File: src/rtl/udp_payload_extract.sv
// Validates IPv4/UDP headers on a 64-bit realigned IP stream, filters on UDP destination
// port, and re-packs the UDP payload so payload byte 0 lands in dout[63:56].
module udp_payload_extract #(
    parameter logic [15:0] UDP_PORT = 16'd26400,
    parameter int          DATA_W   = 64
) (
    input  logic                  clk,
    input  logic                  rst_n,
    input  logic [DATA_W-1:0]     din,
    input  logic [DATA_W/8-1:0]   din_keep,
    input  logic                  din_valid,
    input  logic                  din_last,
    output logic [DATA_W-1:0]     dout,
    output logic [DATA_W/8-1:0]   dout_keep,
    output logic                  dout_valid,
    output logic                  dout_last,
    output logic                  pkt_accept,
    output logic                  pkt_drop,
    output logic [15:0]           drop_count
);

    localparam logic [2:0] S_IDLE    = 3'd0;
    localparam logic [2:0] S_HDR1    = 3'd1;
    localparam logic [2:0] S_HDR2    = 3'd2;
    localparam logic [2:0] S_HDR3    = 3'd3;
    localparam logic [2:0] S_PAYLOAD = 3'd4;
    localparam logic [2:0] S_FLUSH   = 3'd5;
    localparam logic [2:0] S_DROP    = 3'd6;

    logic [2:0]          state_q, state_d;
    logic                ok0_q, ok0_d;
    logic                ok1_q, ok1_d;
    logic [31:0]         hold_q, hold_d;
    logic [3:0]          hold_keep_q, hold_keep_d;
    logic [DATA_W-1:0]   dout_q, dout_d;
    logic [DATA_W/8-1:0] dout_keep_q, dout_keep_d;
    logic                dout_valid_q, dout_valid_d;
    logic                dout_last_q, dout_last_d;
    logic                accept_q, accept_d;
    logic                drop_q, drop_d;
    logic [15:0]         drop_count_q, drop_count_d;
    logic                port_ok;
    logic                beat0;

    assign port_ok = (din[15:0] == UDP_PORT);
    // FLUSH emits its tail beat while simultaneously accepting beat 0 of the next packet
    assign beat0   = din_valid && (state_q == S_IDLE || state_q == S_FLUSH);

    always_comb begin
        state_d      = state_q;
        ok0_d        = ok0_q;
        ok1_d        = ok1_q;
        hold_d       = hold_q;
        hold_keep_d  = hold_keep_q;
        dout_d       = dout_q;
        dout_keep_d  = dout_keep_q;
        dout_valid_d = 1'b0;
        dout_last_d  = 1'b0;
        accept_d     = 1'b0;
        drop_d       = 1'b0;

        case (state_q)
            S_IDLE: ;
            S_HDR1: begin
                if (din_valid) begin
                    ok1_d = (din[55:48] == 8'h11);
                    if (din_last) begin
                        drop_d  = 1'b1;
                        state_d = S_IDLE;
                    end else begin
                        state_d = S_HDR2;
                    end
                end
            end
            S_HDR2: begin
                // A passing beat that is also last leaves the UDP header truncated: drop it
                if (din_valid) begin
                    if (ok0_q && ok1_q && port_ok && !din_last) begin
                        accept_d = 1'b1;
                        state_d  = S_HDR3;
                    end else begin
                        drop_d  = 1'b1;
                        state_d = din_last ? S_IDLE : S_DROP;
                    end
                end
            end
            S_HDR3: begin
                if (din_valid) begin
                    hold_d      = din[31:0];
                    hold_keep_d = din_keep[3:0];
                    if (!din_last) begin
                        state_d = S_PAYLOAD;
                    end else if (din_keep[3:0] != 4'h0) begin
                        state_d = S_FLUSH;
                    end else begin
                        drop_d  = 1'b1;
                        state_d = S_IDLE;
                    end
                end
            end
            S_PAYLOAD: begin
                if (din_valid) begin
                    dout_d       = {hold_q, din[63:32]};
                    dout_keep_d  = {hold_keep_q, din_keep[7:4]};
                    dout_valid_d = 1'b1;
                    hold_d       = din[31:0];
                    hold_keep_d  = din_keep[3:0];
                    if (din_last) begin
                        if (din_keep[3:0] == 4'h0) begin
                            dout_last_d = 1'b1;
                            state_d     = S_IDLE;
                        end else begin
                            state_d = S_FLUSH;
                        end
                    end
                end
            end
            S_FLUSH: begin
                dout_d       = {hold_q, 32'h0};
                dout_keep_d  = {hold_keep_q, 4'h0};
                dout_valid_d = 1'b1;
                dout_last_d  = 1'b1;
                state_d      = S_IDLE;
            end
            S_DROP: begin
                if (din_valid && din_last) begin
                    state_d = S_IDLE;
                end
            end
            default: state_d = S_IDLE;
        endcase

        if (beat0) begin
            ok0_d = (din[63:56] == 8'h45);
            if (din_last) begin
                drop_d  = 1'b1;
                state_d = S_IDLE;
            end else begin
                state_d = S_HDR1;
            end
        end

        drop_count_d = drop_count_q;
        if (drop_d && drop_count_q != 16'hFFFF) begin
            drop_count_d = drop_count_q + 16'd1;
        end
    end

    always_ff @(posedge clk or negedge rst_n) begin
        if (!rst_n) begin
            state_q      <= S_IDLE;
            ok0_q        <= 1'b0;
            ok1_q        <= 1'b0;
            hold_q       <= '0;
            hold_keep_q  <= '0;
            dout_q       <= '0;
            dout_keep_q  <= '0;
            dout_valid_q <= 1'b0;
            dout_last_q  <= 1'b0;
            accept_q     <= 1'b0;
            drop_q       <= 1'b0;
            drop_count_q <= '0;
        end else begin
            state_q      <= state_d;
            ok0_q        <= ok0_d;
            ok1_q        <= ok1_d;
            hold_q       <= hold_d;
            hold_keep_q  <= hold_keep_d;
            dout_q       <= dout_d;
            dout_keep_q  <= dout_keep_d;
            dout_valid_q <= dout_valid_d;
            dout_last_q  <= dout_last_d;
            accept_q     <= accept_d;
            drop_q       <= drop_d;
            drop_count_q <= drop_count_d;
        end
    end

    assign dout       = dout_q;
    assign dout_keep  = dout_keep_q;
    assign dout_valid = dout_valid_q;
    assign dout_last  = dout_last_q;
    assign pkt_accept = accept_q;
    assign pkt_drop   = drop_q;
    assign drop_count = drop_count_q;

endmodule

File: config.mk
export PLATFORM = sky130hd
export DESIGN_NAME = udp_payload_extract
export DESIGN_NICKNAME = d
export VERILOG_FILES = /design/src/rtl/udp_payload_extract.sv
export SDC_FILE = /design/constraint.sdc
export NUM_CORES = 1
export LEC_CHECK = 0
export ABC_AREA = 1
export BUFFER_PORTS_ARGS = -buffer_cell sky130_fd_sc_hd__buf_2
export CAP_MARGIN = 30
export CORE_MARGIN = 2
export CORE_UTILIZATION = 55
export CTS_BUF_LIST = sky130_fd_sc_hd__clkbuf_8
export DETAILED_ROUTE_END_ITERATION = 16
export HOLD_SLACK_MARGIN = 0.08
export PLACE_DENSITY = 0.84
export SLEW_MARGIN = 25
export SYNTH_ARGS = -nofsm -noshare
export SYNTH_HDL_FRONTEND = slang
export SYNTH_SLANG_ARGS = --single-unit
File: constraint.sdc
create_clock -name clk -period 3.5 [get_ports clk]
set_clock_uncertainty 0.15 [all_clocks]
set_input_delay 0.7 -clock clk [delete_from_list [all_inputs] [get_ports clk]]
set_output_delay 0.7 -clock clk [all_outputs]
set_load 0.05 [all_outputs]
# After elaboration in Yosys (flattened, before gate mapping)
# Index checks and enable logic that the tools add are counted.
[totals]
register_bits = 133
inputBits = 76
out_inout_bits = 92
wordCells = 86
[op_classes]
add_sub_neg = 1
n_eq_ne = 18
muxes = 38
reduce_logical = 17
[op_table]
columns = ["cell", "n"]
rows = [
  ["$pmux 64 s2", 1],
  ["$mux 64", 1],
  ["$mux 3", 12],
  ["$ne 3x3->1 const B", 6],
  ["$pmux 3 s6", 1],
  ["$mux 1", 17],
  ["$add 16x1->16 const B", 1],
  ["$eq 16x15->1 const B", 1],
  ["$ne 16x16->1 const B", 1],
  ["$pmux 8 s2", 1],
  ["$eq 3x3->1 const B", 3],
  ["$eq 8x5->1 const B", 1],
  ["$eq 8x7->1 const B", 1],
  ["$mux 8", 1],
  ["$reduce_and 7->1", 1],
  ["$eq 3x2->1 const B", 2],
  ["$logic_and 1x1->1", 6],
  ["$reduce_and 2->1", 3],
  ["$logic_not 4->1", 1],
  ["$ne 2x2->1 const B", 2],
  ["$pmux 1 s2", 2],
  ["$reduce_bool 4->1", 1],
  ["$eq 3x1->1 const B", 1],
  ["$logic_not 3->1", 1],
  ["other kinds (6)", 6],
]

# Depth between registers and ports, before layout
[depth]
ltp_word = 9
depth_mapped = 10
depth_no_buf = 9

# Worst setup path before layout
# Ideal clock, no wire load.
[synth_path]
path_type = "reg2reg"
startpoint = "register drop_count_q[0], in the netlist drop_count[0]"
endpoint = "register drop_count_q[2], in the netlist drop_count[2]"
setup_ns = 0.120
t_arrival_ns = 1.882
t_required_ns = 3.230
path_slack_ns = 1.348
stages_incl_launch_ff = 8
path_buffers = 1
synth_period_minus_slack_ns = 2.152
path_cell_list = "dfrtp_1 -> ha_1 -> nand3_1 -> nor2_2 -> nand3_2 -> buf_2 -> nand4_1 -> nand2_1"
[synth_via]
elab_chain_cells = 2
word_cells_on_any_way = 3
classes_between = "add/sub: 1; eq/ne: 1; reduce/logical: 1"
[synth_rtl]
columns = ["element", "line_no", "text"]
rows = [
  ["from (decl)", "41", "logic [15:0] drop_count_q, drop_count_d;"],
  ["from (signal assigned)", "175", "drop_count_q <= drop_count_d;"],
  ["branches (longest 2 deep; another with $add 16x1->16)", "-", ""],
]
# Parallel ways; which one is timed is not known.
# A chain may end at the register's enable or synchronous reset.

# Worst setup path after layout
[layout_path]
startpoint = "register state_q[0]"
endpoint = "register drop_count_q[15], in the netlist drop_count[15]"
[layout_via]
elab_chain_cells = 5
word_cells_on_any_way = 11
classes_between = "eq/ne: 4; mux: 3; reduce/logical: 4"
[layout_rtl]
columns = ["element", "line_no", "text"]
rows = [
  ["from (decl)", "30", "logic [2:0] state_q, state_d;"],
  ["from (signal assigned)", "164", "state_q <= state_d;"],
  ["$eq 3x2->1 (tied with other cells)", "62", "case (state_q)"],
  ["$pmux 1 s3 / $logic_or 1x1->1 (equally long branches)", "62, 47", ""],
  ["$mux 1 / $logic_and 1x1->1 (equally long branches)", "135, 47", ""],
  ["$mux 1 (*)", "133", "if (beat0) begin"],
  ["$logic_and 1x1->1 (*)", "144", "if (drop_d && drop_count_q != 16'hFFFF) begin"],
]
# Mark *: on every way between the ends. The rest lies on a longest branch, timed or not.

==> flow_summary.toml <==
[cells_and_area]
syn_to_final_growth_pct = 22.5
drive_above_1_share_pct = 30.3
stdcell_area_mm2 = 0.00716
fin_util_pct = 69.4
num_antenna_cells = 0
fin_nets = 863

[clock_tree]
path_clk_slew_ns = 0.08
cts.hold.buffers_added = 0
clock_path_buffers = 2
cts_num_sinks = 133
numCtsBuffers = 17
cts_tree = "built"
cts-htree-levels = 4
cts_setup_buffers = 0
cts_root_buf = "clkbuf_8"
clkLatencyLatePin_ns = 0.42
cts_resized = 0

[sta]
fin_tns_setup_ns = 0
tightest_slew_ns = 0.790
drv_slew = 0
min_period_ns = 2.55
hold_viol = 0
setup_viol = 0
rsz0062_at_grt = "false"
holdWs_ns = 0.186
fmax_mhz = 393
slew_headroom_pct = 47.2
period_share_pct = 72.7

[synthesis]
netlist_instances = 624
yosys_warnings = 0
yosys.cell_types.count = 29
ys_ff_latch = 133
synth_seq_area_share_pct = 56.9
syn_avg_cell_area_um2 = 9.37
synth-edff-count = 0
async_flop_share_pct = 100
syn_nets = 701
synthesis.area_mm2 = 0.00585
synth-main-ff-cell = "dfrtp_1"

[floorplan]
die_h_um = 107
start_util_pct = 56.6
die_area_mm2 = 0.0115
num_rows = 37
io_pins = 168
core_mm2 = 0.0103
die_w_um = 107

[power_and_ir_drop]
power.density_mw_per_mm2 = 975
peakVddDrop_mv = 0.630
p_leak_uw = 0.00393
power_uw = 6980

[global_routing]
grt_overflow = 0
grt_pass1_wl_mm = 22.2
grt_pass1_vias = 4771
grt_antenna_before_repair = 0
grt_max_degree = 134
gr-usage-all-layers_pct = 24.4

[critical_path]
path_cells = "nand3_1 > nand2_1 > nand3_1 > nand2_2 > nand3_4 > nand2_1 > nand2_1"
worstPathArrival_ns = 2.71
start_kind = "flip-flop"
cp_slowest_stage_delay_ns = 0.61
slowest_stage = "nand3_1"
required_ns = 3.67
timing_worst_setup_path_type = "flip-flop to flip-flop"
end_kind = "flip-flop"
crit_top_cell = "nand2_1"
worst-path-max-fanout = 19

[route]
totalWireLength_mm = 13.3
drtAntennaViolNets = 0
firstDrtPassIters = 5
drtIter0Drc = 384
drc = 0
via_per_inst = 5.21
vias = 4864
wl_per_cell_um = 14.2

[run_status]
outcome = "finished clean"

[place]
place_congestion = 0.867
placed_cell_area_mm2 = 0.00675
io_buffers = 167
dp_hpwl_mm = 9.24

[min_path]
hold_class = "input port to asynchronous set/reset pin"

[run]
maxCapViolations = 0
==> sequential cells by signal (all words and copies together) (netlist names) <==
register / count
state_q: 3
hold_q: 32
dout_keep: 8
ok0_q: 1
dout_last: 1
pkt_accept: 1
dout_valid: 1
ok1_q: 1
dout: 64
drop_count: 16
hold_keep_q: 4
pkt_drop: 1
==> cell type report <==
class	instances	area (um^2)
Clock buffer	19	262
Clock inverter	12	154
Fill cell	797	3160
Inverter	64	240
Multi-Input combinational cell	398	2120
Sequential cell	133	3330
Tap cell	136	170
Timing Repair Buffer	172	888
==> synth_stat cells, types with 2 or more instances <==
master | instances | share of area (%)
dfrtp_1 | 133 | 57
o21ai_0 | 53 | 4.5
nor2_1 | 30 | 1.9
nand3_2 | 2 | 0.34
xnor2_1 | 4 | 0.60
buf_1 | 3 | 0.19
nand4_1 | 27 | 2.9
mux2_1 | 4 | 0.77
a21oi_1 | 2 | 0.17
mux2_2 | 32 | 6.2
inv_1 | 64 | 4.1
clkbuf_1 | 5 | 0.32
nor3_1 | 3 | 0.26
o21a_1 | 2 | 0.26
xor2_1 | 3 | 0.45
buf_2 | 13 | 1.1
clkbuf_2 | 3 | 0.26
nand2_1 | 146 | 9.4
nand3_1 | 82 | 7.0
buf_6 | 4 | 0.77
==> cell families (layout without fill, tap and decap cells) <==
group	count (synthesis)	in the layout	synth area share [%]
AO/OA/AOI/OAI	59	59	5.37
adder cells (fa/ha/maj)	1	1	0.214
multiplexers	36	36	6.93
XOR/XNOR	7	7	1.05
AND/OR/NAND/NOR	295	295	22.6
flip-flops	133	133	56.9
buffers and inverters	93	267	6.89
==> cells in the final DEF, fill, tap and decap left out, drive strengths merged <==
master    instances
buf             172
bufinv            3
mux2             36
inv              67
a21oi             2
nor3              3
xor2              3
ha                1
clkinvlp          2
dfrtp           133
nand2           148
nand4            27
clkbuf           19
xnor2             4
nand3b            1
clkinv            4
o21ai            54
nor2             31
o21a              2
nand3            85
o31ai             1
==> report_power, final <==
| group | total [uW] | leakage, uW | switching, uW | internal, uW |
|---|---|---|---|---|
| logic | 3070 | 0.00200 | 2270 | 799 |
| registers | 2580 | 0.00171 | 389 | 2190 |
| clock network | 1330 | 0.000210 | 588 | 740 |
| total | 6980 | 0.00393 | 3250 | 3730 |
==> stage by stage <==
step                std cells  worst slack [ns]
floorplan                 624              1.35
CTS                       934             0.971
finish                    934             0.955
global route              934             0.719
global placement          903             0.955
detailed placement        903             0.832
==> path summary, 6_finish.rpt <==
check / startpoint / to / slack (ns) / cells after the start
max: state_q[0] / drop_count[15] / 0.95 / 7
min: rst_n / dout[41] / 0.19 / 2
max reg2reg: state_q[0] / drop_count[15] / 0.95 / 7
min reg2reg: dout[57] / dout[57] / 0.34 / 1
max in group asynchronous: rst_n / dout[2] / 2.45 / 2
min in group clk: dout[57] / dout[57] / 0.34 / 1
==> worst max-delay path, delay by kind of cell, from the launching register on <==
family / cells / cell delay [ns]
simple gates: 7 / 1.81
flops: 1 / 0.48
==> layer usage <==
layer / vias to the layer above / GRT usage [%] / wire, um
met3: 17 / 6.93 / 897
met2: 171 / 39.2 / 6390
met1: 2304 / 32.3 / 5790
li1: 2372 / - / -
met4: 0 / 7.42 / 179
met5: - / 0 / 0
(Power assumes the default switching activity.)
